===== src/rtl/fetch_buffer_pkg.sv =====
// Shared fetch types: XLEN, the NOP word and the {pc, inst} entry.
// The ID stage reuses fetch_entry_t to unpack what the buffer hands it.
package fetch_buffer_pkg;

  localparam int XLEN = 32;

  // addi x0, x0, 0
  localparam logic [XLEN-1:0] NOP_INST = 32'h0000_0013;

  typedef struct packed {
    logic [XLEN-1:0] pc;
    logic [XLEN-1:0] inst;
  } fetch_entry_t;

  localparam int FETCH_ENTRY_W = $bits(fetch_entry_t);

endpackage


===== src/rtl/fetch_buffer_if.sv =====
// Fetch-side bus: PC/imem in, stall out, decode head out.
// master = pipeline/memory side, slave = fetch_buffer.
interface fetch_buffer_if;
  import fetch_buffer_pkg::*;

  logic [XLEN-1:0] pc_f;
  logic [XLEN-1:0] imem_rdata;
  logic            flush;
  logic            id_stall;
  logic            fetch_stall;
  logic [XLEN-1:0] pc_d;
  logic [XLEN-1:0] inst_d;
  logic            valid_d;

  modport master (
    output pc_f,
    output imem_rdata,
    output flush,
    output id_stall,
    input  fetch_stall,
    input  pc_d,
    input  inst_d,
    input  valid_d
  );

  modport slave (
    input  pc_f,
    input  imem_rdata,
    input  flush,
    input  id_stall,
    output fetch_stall,
    output pc_d,
    output inst_d,
    output valid_d
  );

endinterface


===== src/rtl/fetch_buffer_fifo.sv =====
// fetch_fifo: DEPTH-entry synchronous FIFO of fetch entries.
// Ports: clk, rst, push/wdata, pop/rdata, clear, count, empty.
module fetch_fifo
  import fetch_buffer_pkg::*;
#(
  parameter int DEPTH = 3,
  localparam int CW = $clog2(DEPTH + 1),
  localparam int PW = $clog2(DEPTH)
) (
  input  logic         clk,
  input  logic         rst,
  input  logic         push,
  input  logic         pop,
  input  logic         clear,
  input  fetch_entry_t wdata,
  output fetch_entry_t rdata,
  output logic [CW-1:0] count,
  output logic         empty
);

  fetch_entry_t mem [DEPTH];
  logic [PW-1:0] rd_ptr;
  logic [PW-1:0] wr_ptr;

  // DEPTH need not be a power of two
  function automatic logic [PW-1:0] nxt(
    input logic [PW-1:0] p
  );
    return (p == PW'(DEPTH - 1)) ? '0 : p + PW'(1);
  endfunction

  always_ff @(posedge clk) begin
    if (rst) begin
      count  <= '0;
      rd_ptr <= '0;
      wr_ptr <= '0;
    end else if (clear) begin
      // keep wr_ptr, realign reader onto it
      count  <= '0;
      rd_ptr <= wr_ptr;
    end else begin
      if (push) wr_ptr <= nxt(wr_ptr);
      if (pop)  rd_ptr <= nxt(rd_ptr);
      count <= count + CW'(push) - CW'(pop);
    end
  end

  always_ff @(posedge clk) begin
    if (!rst && !clear && push)
      mem[wr_ptr] <= wdata;
  end

  assign rdata = mem[rd_ptr];
  assign empty = (count == '0);

endmodule


===== src/rtl/fetch_buffer.sv =====
// Fetch buffer: pairs imem words with their PC and queues them for ID.
// Ports: clk, rst (sync, active-high), bus (fetch_buffer_if.slave).
module fetch_buffer #(
  parameter int DEPTH = 3,
  parameter logic [fetch_buffer_pkg::XLEN-1:0] NOP_INST =
    fetch_buffer_pkg::NOP_INST
) (
  input  logic           clk,
  input  logic           rst,
  fetch_buffer_if.slave  bus
);
  import fetch_buffer_pkg::XLEN;
  import fetch_buffer_pkg::fetch_entry_t;

  localparam int CW = $clog2(DEPTH + 1);
  localparam logic [CW:0] DEPTH_W = (CW + 1)'(DEPTH);

  logic            req_valid;
  logic [XLEN-1:0] req_pc;
  logic [CW-1:0]   count;
  logic            empty;
  logic            stall;
  logic            push;
  logic            pop;
  fetch_entry_t    wdata;
  fetch_entry_t    head;

  // Registers only: no path from id_stall/flush.
  // Reserving a slot for the in-flight read keeps
  // push from ever meeting a full FIFO.
  assign stall = ({1'b0, count} + (CW + 1)'(req_valid))
                 >= DEPTH_W;

  always_ff @(posedge clk) begin
    if (rst) begin
      req_valid <= 1'b0;
      req_pc    <= '0;
    end else begin
      req_pc    <= bus.pc_f;
      req_valid <= !stall && !bus.flush;
    end
  end

  assign push = req_valid && !bus.flush;
  assign pop  = !empty && !bus.id_stall && !bus.flush;

  assign wdata.pc   = req_pc;
  assign wdata.inst = bus.imem_rdata;

  fetch_fifo #(
    .DEPTH (DEPTH)
  ) u_fifo (
    .clk   (clk),
    .rst   (rst),
    .push  (push),
    .pop   (pop),
    .clear (bus.flush),
    .wdata (wdata),
    .rdata (head),
    .count (count),
    .empty (empty)
  );

  always_comb begin
    bus.valid_d = !empty;
    bus.pc_d    = '0;
    bus.inst_d  = NOP_INST;
    if (!empty) begin
      bus.pc_d   = head.pc;
      bus.inst_d = head.inst;
    end
  end

  assign bus.fetch_stall = stall;

endmodule


===== src/flat_wrapper.sv =====
// flat-port wrapper written by rule: the top's interface ports become plain ports
module fetch_buffer_flat import fetch_buffer_pkg::XLEN; import fetch_buffer_pkg::fetch_entry_t;
#(
  parameter int DEPTH = 3,
  parameter logic [fetch_buffer_pkg::XLEN-1:0] NOP_INST =
    fetch_buffer_pkg::NOP_INST
)
  (clk, rst, bus_pc_f, bus_imem_rdata, bus_flush, bus_id_stall, bus_fetch_stall, bus_pc_d, bus_inst_d, bus_valid_d);
  fetch_buffer_if bus_i ();
  input  logic clk;
  input  logic rst;
  input wire logic [$bits(bus_i.pc_f)-1:0] bus_pc_f;
  input wire logic [$bits(bus_i.imem_rdata)-1:0] bus_imem_rdata;
  input wire logic [$bits(bus_i.flush)-1:0] bus_flush;
  input wire logic [$bits(bus_i.id_stall)-1:0] bus_id_stall;
  output wire logic [$bits(bus_i.fetch_stall)-1:0] bus_fetch_stall;
  output wire logic [$bits(bus_i.pc_d)-1:0] bus_pc_d;
  output wire logic [$bits(bus_i.inst_d)-1:0] bus_inst_d;
  output wire logic [$bits(bus_i.valid_d)-1:0] bus_valid_d;
  assign bus_i.pc_f = bus_pc_f;
  assign bus_i.imem_rdata = bus_imem_rdata;
  assign bus_i.flush = bus_flush;
  assign bus_i.id_stall = bus_id_stall;
  assign bus_fetch_stall = bus_i.fetch_stall;
  assign bus_pc_d = bus_i.pc_d;
  assign bus_inst_d = bus_i.inst_d;
  assign bus_valid_d = bus_i.valid_d;
  fetch_buffer #(.DEPTH(DEPTH), .NOP_INST(NOP_INST)) u_core (.clk(clk), .rst(rst), .bus(bus_i));
endmodule

===== config.mk =====
export PLATFORM = sky130hd
export DESIGN_NAME = fetch_buffer_flat
export DESIGN_NICKNAME = d
export VERILOG_FILES = /design/src/rtl/fetch_buffer_pkg.sv /design/src/rtl/fetch_buffer_if.sv /design/src/rtl/fetch_buffer_fifo.sv /design/src/rtl/fetch_buffer.sv /design/src/flat_wrapper.sv
export SDC_FILE = /design/constraint.sdc
export NUM_CORES = 1
export LEC_CHECK = 0
export CAP_MARGIN = 10
export CORE_MARGIN = 4
export CORE_UTILIZATION = 41
export DETAILED_ROUTE_END_ITERATION = 10
export DONT_BUFFER_PORTS = 1
export HOLD_SLACK_MARGIN = 0.05
export SLEW_MARGIN = 30
export SYNTH_ARGS = -nofsm -noshare
export SYNTH_HDL_FRONTEND = slang
export SYNTH_HIERARCHICAL = 1
export SYNTH_SLANG_ARGS = --single-unit

===== constraint.sdc =====
create_clock -name clk -period 14.8 [get_ports clk]
set_input_delay 2.22 -clock clk [delete_from_list [all_inputs] [get_ports clk]]
set_output_delay 2.22 -clock clk [all_outputs]
set_load 0.02 [all_outputs]

[Word level (Yosys, flattened, before mapping)]
Memory sizes are Yosys's and may differ from the RTL's. A register that Yosys moved wholly into a read port is not among the register bits.
Index checks and enable logic that the tools add are counted.
Storage, ports and cells
  register bits: 39
  RAM bits: 192
  input port bits: 68
  output and inout bits: 66
  word-level logic and storage cells: 40
  memories: 1
Memories
  u_core.u_fifo.mem: depth 3, bits a word 64, read ports 1, clocked after memory_dff 1, wr ports 1, line fetch_buffer_fifo.sv:21  | fetch_entry_t mem [DEPTH];
Cells by class
  $add $sub $neg: 5
  order comparisons: 1
  equality and inequality tests: 2
  multiplexer cells: 10
  bitwise logic cells: 1
  reductions and logical operators: 15
Operator list (number)
  2-to-1 mux 32 bit: 2
  2-to-1 mux 2 bit: 6
  logical AND 1 bit: 6
  logical NOT 1 bit: 5
  adder 2 x 1 -> 2 bit (second input constant): 2
  equality test 2 bit (second input constant): 2
  adder 2 x 1 -> 3 bit: 1
  >= comparator 3 x 2 -> 1 bit (second input constant): 1
  adder 2 x 1 -> 2 bit: 1
  logical NOT 2 bit: 1
  2-to-1 mux 1 bit: 2
  AND reduction 2 bit: 1
  nonzero test 2 bit: 1
  OR reduction 2 bit: 1
  subtractor 2 x 1 -> 2 bit: 1
  NOT 1 bit: 1

[Logic depth before layout (Yosys ltp)]
Gate-level depths: netlist (run 1).
  depth after elaboration: 8
  gate-level depth with buffers: 9
  depth with buffers taken out: 8

[Modules after synthesis]
The synthesis (run 1) kept the hierarchy.
Modules (own cells, without submodules)
  fetch_fifo: instances 1, cells an instance 442, area an instance 7454.6 sq um, seq. area each 5925.7 sq um
  fetch_buffer: instances 1, cells an instance 146, area an instance 1401.3 sq um, seq. area each 660.6 sq um

[Least setup slack after synthesis (run 1)]
OpenSTA, ideal clock, no wires.
  kind: in2reg
  from: in bus_flush
  to: mem u_core/u_fifo/mem[1][0] (netlist bit), enable pin
  library setup time: 0.644 ns
  arrival time: 8.581 ns
  required time: 14.156 ns
  setup slack: 5.574 ns
  cell stages on the path: 3
  path buffers: 0
  path through: nor2b_1 > nand2b_2 > nor4_1
On the way
  longest elaborated chain between the ends: 5
  elaborated cells between the ends (all ways): 6
  those cells by class: 2 x mux; 4 x reduce/logical
Ends and longest elaborated chain
  start, declared: line flat_wrapper.sv:14  | input wire logic [$bits(bus_i.flush)-1:0] bus_flush;
  logical NOT 1 bit *: line fetch_buffer_fifo.sv:49, fetch_buffer.sv:44
  logical AND 1 bit, on equally long branches: line fetch_buffer_fifo.sv:49, fetch_buffer.sv:44
  logical AND 1 bit *: line fetch_buffer_fifo.sv:49  | if (!rst && !clear && push)
  2-to-1 mux 1 bit *: line fetch_buffer_fifo.sv:49
  2-to-1 mux 1 bit (not written as such) *: line fetch_buffer_fifo.sv:50  | mem[wr_ptr] <= wdata;
  end, declared: line fetch_buffer_fifo.sv:21
Mark *: on every way between the ends. The rest lies on a longest branch, timed or not.

==> run summary, run 1 <==
Tcrit/Tclk final: 33.3%
Die W: 155 µm
Antenna Nets Post-Route: 0
CTS Buf Count: 24
setup TNS: 0 ns
first-pass GRT wire length: 24900 µm
DR iter-0 viols: 254
I/O Pins: 134
clock share of power: 44.2%
NumNets Final: 663
CP max FO: 33
initial antenna violation count: 2
part of the power in registers: 53.0%
CTS tree: built
total track usage: 13.2%
Hold Vio Cnt, Final: 0
fin crit period: 4.92 ns
Clock Skew: 0.00870 ns
P_int: 0.00111 W
syn_nets: 660
Pins Over Slew Limit: 0
Yosys Warn Count: 6
chip height: 155 µm
port buffer count: 0
NetSw: 0.000258 W
Buffers & Inverters on Critical Path: 1
# Post-CTS Setup Buffers: 0
cts repair resizes: 0
antenna fix cells: 0
htree depth: 1
DR WL/cell: 18.2 µm
Starting Density: 41.9%
clk_lat worst skew: 0.49 ns
clock root cell: clkbuf_16
final WL: 16100 µm
leakage power: 3.18 nW
flops & latches, synth: 233
Slew headroom: 53.5%
Sw Ratio: 18.8%
largest vdd supply drop: 0.0000766 V
worst hold path type: reg -> reg
Seq/Total Area, Yosys: 74.4%
crit end category: output port
grt total ovfl: 0
Worst-Margin Slew: 0.697 ns
CP Data Arrival Time: 2.70 ns
crit path kind: reg -> out
critical path launch point type: register
First-pass DRT Iterations: 4
Worst Path Required: 12.58 ns
Max Cap Violations: 0
top cell family by delay on the critical path: flip-flops
Max stage delay on crit path: 0.75 ns
hpwl dp: 9660 µm
post-layout util: 46.8%
combinational share of power: 2.9%
largest net degree at the start of global routing: 73
Final Wtd Congestion: 0.701
die area: 0.0240 mm²
drt via density: 4.94
layout cells sized above 1: 9.69%
outcome: finished clean
Netlist cell types: 29
CTS clk-pin slew, worst paths: 0.06 ns
synthesized netlist cell count: 588
vias in the first global route: 4519
final setup fails: 0
power per cell area: 138 mW/mm²
RSZ-0062 raised after global routing: false
CP max stage cell: dfxtp_4
hold-fix buffer count after cts: 0
Avg Cell Area, Syn: 15.1 µm²
clock sink count: 233
DRC Markers: 0
achievable clock frequency: 0.203 GHz
CTS Buffer Depth: 3
crit-path cells: buf_4 > mux2i_1 > o21ai_1 > nor2b_1
area grow syn2layout: 11.9%
Via Count: 4370
Placement Rows: 53
mapped cell area: 0.00886 mm²
core area: 0.0212 mm²
[registers in the layout, indices dropped and copies added, names as in the netlist, named ones only]
| signal | count |
|---|---|
| u_core/req_valid | 1 |
| u_core/u_fifo/count | 2 |
| u_core/u_fifo/mem | 192 |
| u_core/u_fifo/rd_ptr | 2 |
| u_core/u_fifo/wr_ptr | 2 |
| u_core/req_pc | 32 |
[per-stage QoR]
stage | setup WS [ns] | instances | total power [W] | instance area [µm²] | hold slack, ns
2_1_floorplan | 5.57 | 588 | 0.000774 | 8860 | 0.421
3_3_place_gp | 10.40 | 840 | 0.000779 | 9080 | 0.424
3_5_place_dp | 10.38 | 840 | 0.000780 | 9080 | 0.437
4_1_cts | 9.79 | 884 | 0.00139 | 9910 | 0.448
5_1_grt | 9.68 | 884 | 0.00143 | 9910 | 0.462
6_report | 9.88 | 884 | 0.00137 | 9910 | 0.445
[area by class of cell]
cell class	instances	area [µm²]
Fill cell	1850	11200
Sequential cell	233	6590
Multi-Input combinational cell	317	2060
Clock buffer	38	744
Tap cell	275	344
Clock inverter	6	80.1
Timing Repair Buffer	9	67.6
Inverter	6	22.5
[cell usage after synthesis (all sizes together)]
master / number / area share, %
mux2i: 65 / 7.3
nor3: 2 / 0.11
nand2b: 1 / 0.099
clkbuf: 11 / 0.47
a21o: 1 / 0.085
edfxtp: 192 / 65
xor2: 1 / 0.099
dfxtp: 41 / 9.3
or2: 3 / 0.21
nor2: 4 / 0.17
a221oi: 2 / 0.27
inv: 6 / 0.25
or3: 1 / 0.071
a21oi: 3 / 0.17
nor3b: 1 / 0.085
nand2: 64 / 2.7
nor4: 3 / 0.21
nor4bb: 1 / 0.11
o21ai: 64 / 3.6
nor2b: 94 / 6.6
a2111oi: 1 / 0.17
nand3b: 1 / 0.085
buf: 21 / 2.0
ha: 4 / 0.57
xnor2: 1 / 0.099
[cells by family (layout without fill, tap and decap cells)]
kind of cell | after synthesis | after routing | synth area share [%]
compound gates | 71 | 71 | 4.31
fa+ha+maj | 4 | 4 | 0.565
buf+inv | 38 | 59 | 2.70
mux | 65 | 65 | 7.35
flops | 233 | 233 | 74.4
simple gates | 175 | 175 | 10.5
xor+xnor | 2 | 2 | 0.198
[per-layer routing]
layer  share of wire [%]  track usage, %  wire [µm]
met5                0.16               0         25
met4                 1.4            3.03        223
met3                 8.4            4.65       1350
met2                  48            22.1       7690
met1                  42            16.5       6800
[placed cells by master (no fill, tap or decap), drive strengths merged, types with 4 or more instances in the layout]
cell type,n
o21ai,64
clkbuf,38
nor2b,94
buf,9
nand2,64
ha,4
nor2,4
dfxtp,41
edfxtp,192
mux2i,65
inv,6
clkinv,4
[path summary, 6_finish.rpt]
path | startpoint | endpoint | cells past startpoint | slack [ns]
worst max-delay path | register | bus_pc_d[15] | 4 | 9.88
worst min-delay path | u_core/req_pc[4] | u_core/u_fifo/mem[0][36] | 0 | 0.45
worst max register to register | u_core/u_fifo/count[1] | u_core/u_fifo/count[1] | 9 | 12.15
worst min register to register | u_core/req_pc[4] | u_core/u_fifo/mem[0][36] | 0 | 0.45
[power groups by stage]
stage | sequential [W] | clock [W] | combinational, W
2_1_floorplan | 0.000734 | 0 | 0.0000401
3_3_place_gp | 0.000739 | 0 | 0.0000397
3_5_place_dp | 0.000740 | 0 | 0.0000402
4_1_cts | 0.000726 | 0.000625 | 0.0000405
5_1_grt | 0.000726 | 0.000658 | 0.0000437
6_report | 0.000726 | 0.000605 | 0.0000395
No activity file was read; power rests on OpenSTA's default activity.
==> run 2: changes to the inputs <==
==> constraint.sdc (replaced) <==
create_clock -name clk -period 4.7 [get_ports clk]
set_input_delay 0.705 -clock clk [delete_from_list [all_inputs] [get_ports clk]]
set_output_delay 0.705 -clock clk [all_outputs]
set_load 0.02 [all_outputs]
==> run 2 against run 1 <==
Effect of this change: cell area grew 0.88%; utilization grew 0.41 points; clock-buffer cell count shrank 6; largest cell class unchanged; highest routed layer unchanged; routed wire length shrank 1.1%.
==> run summary, run 2 (synthesized netlist as in run 1, its figures left out) <==
outcome: finished clean
top cell family by delay on the critical path: flip-flops
Reg2Reg Launch Point: u_core/u_fifo/count[1]
Hold Vio Cnt, Final: 0
leakage power: 3.20 nW
# Post-CTS Setup Buffers: 0
htree depth: 1
Starting Density: 41.9%
GRT Max-Usage Layer: met2
Top reg by flops: u_core/u_fifo/mem
Clock Skew: 0.00577 ns
reg2reg end: u_core/u_fifo/count[1]
dpl cell area: 0.00918 mm²
cts repair resizes: 0
Slew headroom: 56.5%
hpwl dp: 9990 µm
layout cells sized above 1: 10.3%
met2 GRT Util: 22.2%
post-route design area: 0.0100 mm²
Max stage delay on crit path: 0.70 ns
Final Wtd Congestion: 0.720
Top Registers: u_core/u_fifo/mem (192), u_core/req_pc (32)
area of the multi-input gates: 0.00208 mm²
port buffer count: 0
First-pass DRT Iterations: 6
CTS Buf Count: 24
final setup fails: 0
Reg2Reg Depth: 8
final WL: 15900 µm
CTS Buffer Depth: 3
Antenna Nets Post-Route: 0
clk_lat worst skew: 0.50 ns
CTS tree: built
drt via density: 4.91
largest vdd supply drop: 0.000345 V
largest net degree at the start of global routing: 57
antenna fix cells: 0
reg2reg setup slack: 2.53 ns
first-pass GRT wire length: 24700 µm
achievable clock frequency: 0.339 GHz
Sw Ratio: 19.2%
hold worst-path end: u_core/req_valid
RSZ-0062 raised after global routing: false
clock root cell: clkbuf_16
HP Start: bus_flush
vias in the first global route: 4653
worst hold path type: in -> reg
crit path kind: reg -> out
part of the power in registers: 52.7%
area grow syn2layout: 12.9%
Die W: 155 µm
Pins Over Slew Limit: 0
Fin Hold WS: 0.262 ns
fillers: 1831
Worst Path Required: 3.99 ns
power per cell area: 433 mW/mm²
hold path depth: 1
fin crit period: 2.95 ns
commonest non-fill, non-tap cell in the layout: edfxtp_1
total track usage: 13.0%
CP max stage cell: dfxtp_4
DRC Markers: 0
DR iter-0 viols: 202
most frequent cells in the layout: edfxtp_1, nor2b_1, mux2i_1
hold-fix buffer count after cts: 0
sequential cell area: 0.00659 mm²
CP max FO: 29
crit-path cells: buf_12 > mux2i_1 > o21ai_0 > nor2b_1
CTS clk-pin slew, worst paths: 0.06 ns
clock sink count: 233
Worst-Margin Slew: 0.651 ns
grt total ovfl: 0
Max Cap Violations: 0
met1 Use GR: 15.4%
combinational share of power: 3.0%
core area: 0.0212 mm²
critical path launch point type: register
Final Instance Count excl. Fillers: 887
Post-Place Cells: 843
P_int: 0.00350 W
max reg flops: 192
Via Count: 4357
Buffers & Inverters on Critical Path: 1
NumNets Final: 666
met3 GRT Util: 4.56%
I/O Pins: 134
Tcrit/Tclk final: 62.8%
crit end category: output port
initial antenna violation count: 2
CP Data Arrival Time: 2.25 ns
clock share of power: 44.2%
NetSw: 0.000833 W
die area: 0.0240 mm²
Placement Rows: 53
chip height: 155 µm
DR WL/cell: 17.9 µm
run 2: cell count changes in the layout (fill, tap and decap cells not counted), sizes merged:
cell	before	now
clkbuf	38	32
buf	9	12
bufinv	2	3
clkinv	4	8
clkinvlp	0	1
run 2: how the worst max path moves through the flow:
stage,depth (start not counted),endpoint,from
after global placement,4,bus_inst_d[12],register
final,4,bus_pc_d[31],register
after detailed placement,4,bus_pc_d[31],register
after floorplan,3,u_core/u_fifo/mem[1][0],bus_flush
after global routing,4,bus_pc_d[22],register
after CTS,4,bus_pc_d[31],register
run 2: layout make-up:
class / count / area share, %
Timing Repair Buffer: 12 / 1.35
Clock inverter: 12 / 1.36
Tap cell: 275 / 3.44
Clock buffer: 32 / 6.82
Sequential cell: 233 / 66.0
Multi-Input combinational cell: 317 / 20.8
Inverter: 6 / 0.225
run 2: power groups by stage:
stage          registers (W)  logic (W)  clock network [W]
2_1_floorplan        0.00231   0.000127                  0
3_5_place_dp         0.00233   0.000133                  0
6_report             0.00228   0.000130            0.00192
4_1_cts              0.00228   0.000133            0.00197
3_3_place_gp         0.00234   0.000113                  0
5_1_grt              0.00229   0.000144            0.00205
run 2: metal layers:
metal,share of wire [%],up-vias
met5,0.15,-
met4,2.7,4
met3,8.4,30
met2,48,136
met1,41,2066
li1,-,2121
run 2: per-stage QoR:
step | utilization (%) | setup TNS (ns) | total power, W | setup WS, ns
detailed placement | 43.4 | 0 | 0.00246 | 2.24
global route | 47.3 | 0 | 0.00448 | 1.60
floorplan | - | -59.03 | 0.00244 | -0.307
global placement | 43.1 | 0 | 0.00245 | 1.98
finish | 47.3 | 0 | 0.00433 | 1.75
CTS | 47.3 | 0 | 0.00439 | 1.68
==> run 3: changes to the inputs <==
==> constraint.sdc (replaced) <==
create_clock -name clk -period 2.9 [get_ports clk]
set_input_delay 0.435 -clock clk [delete_from_list [all_inputs] [get_ports clk]]
set_output_delay 0.435 -clock clk [all_outputs]
set_load 0.02 [all_outputs]
==> run 3 against run 2 <==
Effect of this change: sequential power rose by 62%; routed wire length rose by 7.3%; sequential share of layout area fell by 3.0 points; critical path type unchanged; largest cell class unchanged.
==> run summary, run 3 (synthesized netlist as in run 1, its figures left out) <==
outcome: finished clean
Post-Place Cells: 843
Antenna Nets Post-Route: 0
DRC Markers: 0
cts repair resizes: 0
largest vdd supply drop: 0.000499 V
hold path depth: 1
layout cells sized above 1: 9.53%
Fin Hold WS: 0.0688 ns
clk_lat worst skew: 0.50 ns
post-route design area: 0.0105 mm²
worst hold path type: in -> reg
crit-path cells: buf_12 > mux2i_1 > o21ai_0 > nor2b_1
htree depth: 1
Clock Skew: 0.00757 ns
Die W: 155 µm
die area: 0.0240 mm²
largest net degree at the start of global routing: 79
critical path launch point type: register
Top reg by flops: u_core/u_fifo/mem
clock sink count: 233
achievable clock frequency: 0.374 GHz
Tcrit/Tclk final: 92.1%
grt total ovfl: 0
final WL: 17100 µm
Max stage delay on crit path: 0.66 ns
CTS clk-pin slew, worst paths: 0.06 ns
chip height: 155 µm
clock root cell: clkbuf_16
Reg2Reg Depth: 9
CP max FO: 22
CTS Buffer Depth: 3
CTS Buf Count: 24
first-pass GRT wire length: 25700 µm
area grow syn2layout: 18.2%
Slew headroom: 56.9%
Top Registers: u_core/u_fifo/mem (192), u_core/req_pc (32)
First-pass DRT Iterations: 4
NumNets Final: 715
port buffer count: 0
Via Count: 4691
initial antenna violation count: 3
RSZ-0062 raised after global routing: false
drt via density: 5.00
crit path kind: reg -> out
hpwl dp: 9910 µm
Starting Density: 41.9%
dpl cell area: 0.00919 mm²
total track usage: 13.4%
Final Instance Count excl. Fillers: 939
max reg flops: 192
Worst-Margin Slew: 0.647 ns
CTS tree: built
Pins Over Slew Limit: 0
I/O Pins: 134
final setup fails: 0
Max Cap Violations: 0
DR WL/cell: 18.2 µm
CP max stage cell: dfxtp_4
CP Data Arrival Time: 2.24 ns
Hold Vio Cnt, Final: 0
most frequent cells in the layout: edfxtp_1, nor2b_1, mux2i_1
DR iter-0 viols: 185
Placement Rows: 53
power per cell area: 660 mW/mm²
fin crit period: 2.67 ns
Worst Path Required: 2.47 ns
commonest non-fill, non-tap cell in the layout: edfxtp_1
core area: 0.0212 mm²
leakage power: 3.38 nW
crit end category: output port
vias in the first global route: 4728
Final Wtd Congestion: 0.740
[run 3: metrics by stage]
| step | power (W) | setup TNS (ns) | setup WS, ns | util (%) |
|---|---|---|---|---|
| 2_1_floorplan | 0.00395 | -47.62 | -0.248 | - |
| 3_3_place_gp | 0.00398 | 0 | 0.691 | 43.4 |
| 3_5_place_dp | 0.00399 | 0 | 0.651 | 43.4 |
| 4_1_cts | 0.00701 | 0 | 0.107 | 49.3 |
| 5_1_grt | 0.00718 | 0 | 0.0746 | 49.5 |
| 6_report | 0.00691 | 0 | 0.230 | 49.5 |
[run 3: final cells by class]
type | count | area (µm²)
clock inverter | 11 | 90.1
fill | 1782 | 10700
antenna | 3 | 7.51
clock buffer | 33 | 676
tap | 275 | 344
multi-input combinational | 317 | 2100
sequential | 233 | 6600
inverter | 6 | 22.5
timing repair buffer | 61 | 638
[run 3: timing repair]
item	CTS	global route
hold buffers	46	2
buffers inserted	0	1
endpoints found under the hold margin	137	2
setup endpoints to repair	0	7
[run 3: final timing paths]
check / startpoint / end / slack [ns]
worst max-delay path: register / bus_pc_d[31] / 0.23
worst min-delay path: bus_pc_f[25] / u_core/req_pc[25] / 0.07
worst max register to register: u_core/u_fifo/count[1] / u_core/u_fifo/count[1] / 0.76
worst min register to register: u_core/req_pc[17] / u_core/u_fifo/mem[1][49] / 0.45
[run 3: routing by layer]
layer / GRT usage [%] / share of wire [%] / up-vias
li1: - / - / 2229
met1: 17.0 / 42 / 2292
met2: 23.0 / 49 / 143
met3: 3.73 / 6.8 / 27
met4: 3.24 / 1.8 / 0
met5: 0 / 0 / -
[run 3: critical path: cells and delay by family, from the launching register on]
kind | cells | cell delay, ns
compound gates | 1 | 0.29
mux | 1 | 0.09
simple gates | 1 | 0.41
buf+inv | 1 | 0.27
flops | 1 | 0.66
[run 3: power breakdown]
group	total (W)	internal, W	leakage, nW	switching (W)
sequential	0.00370	0.00366	2.09	0.0000423
combinational	0.000299	0.000142	0.919	0.000157
clock	0.00291	0.00172	0.363	0.00119
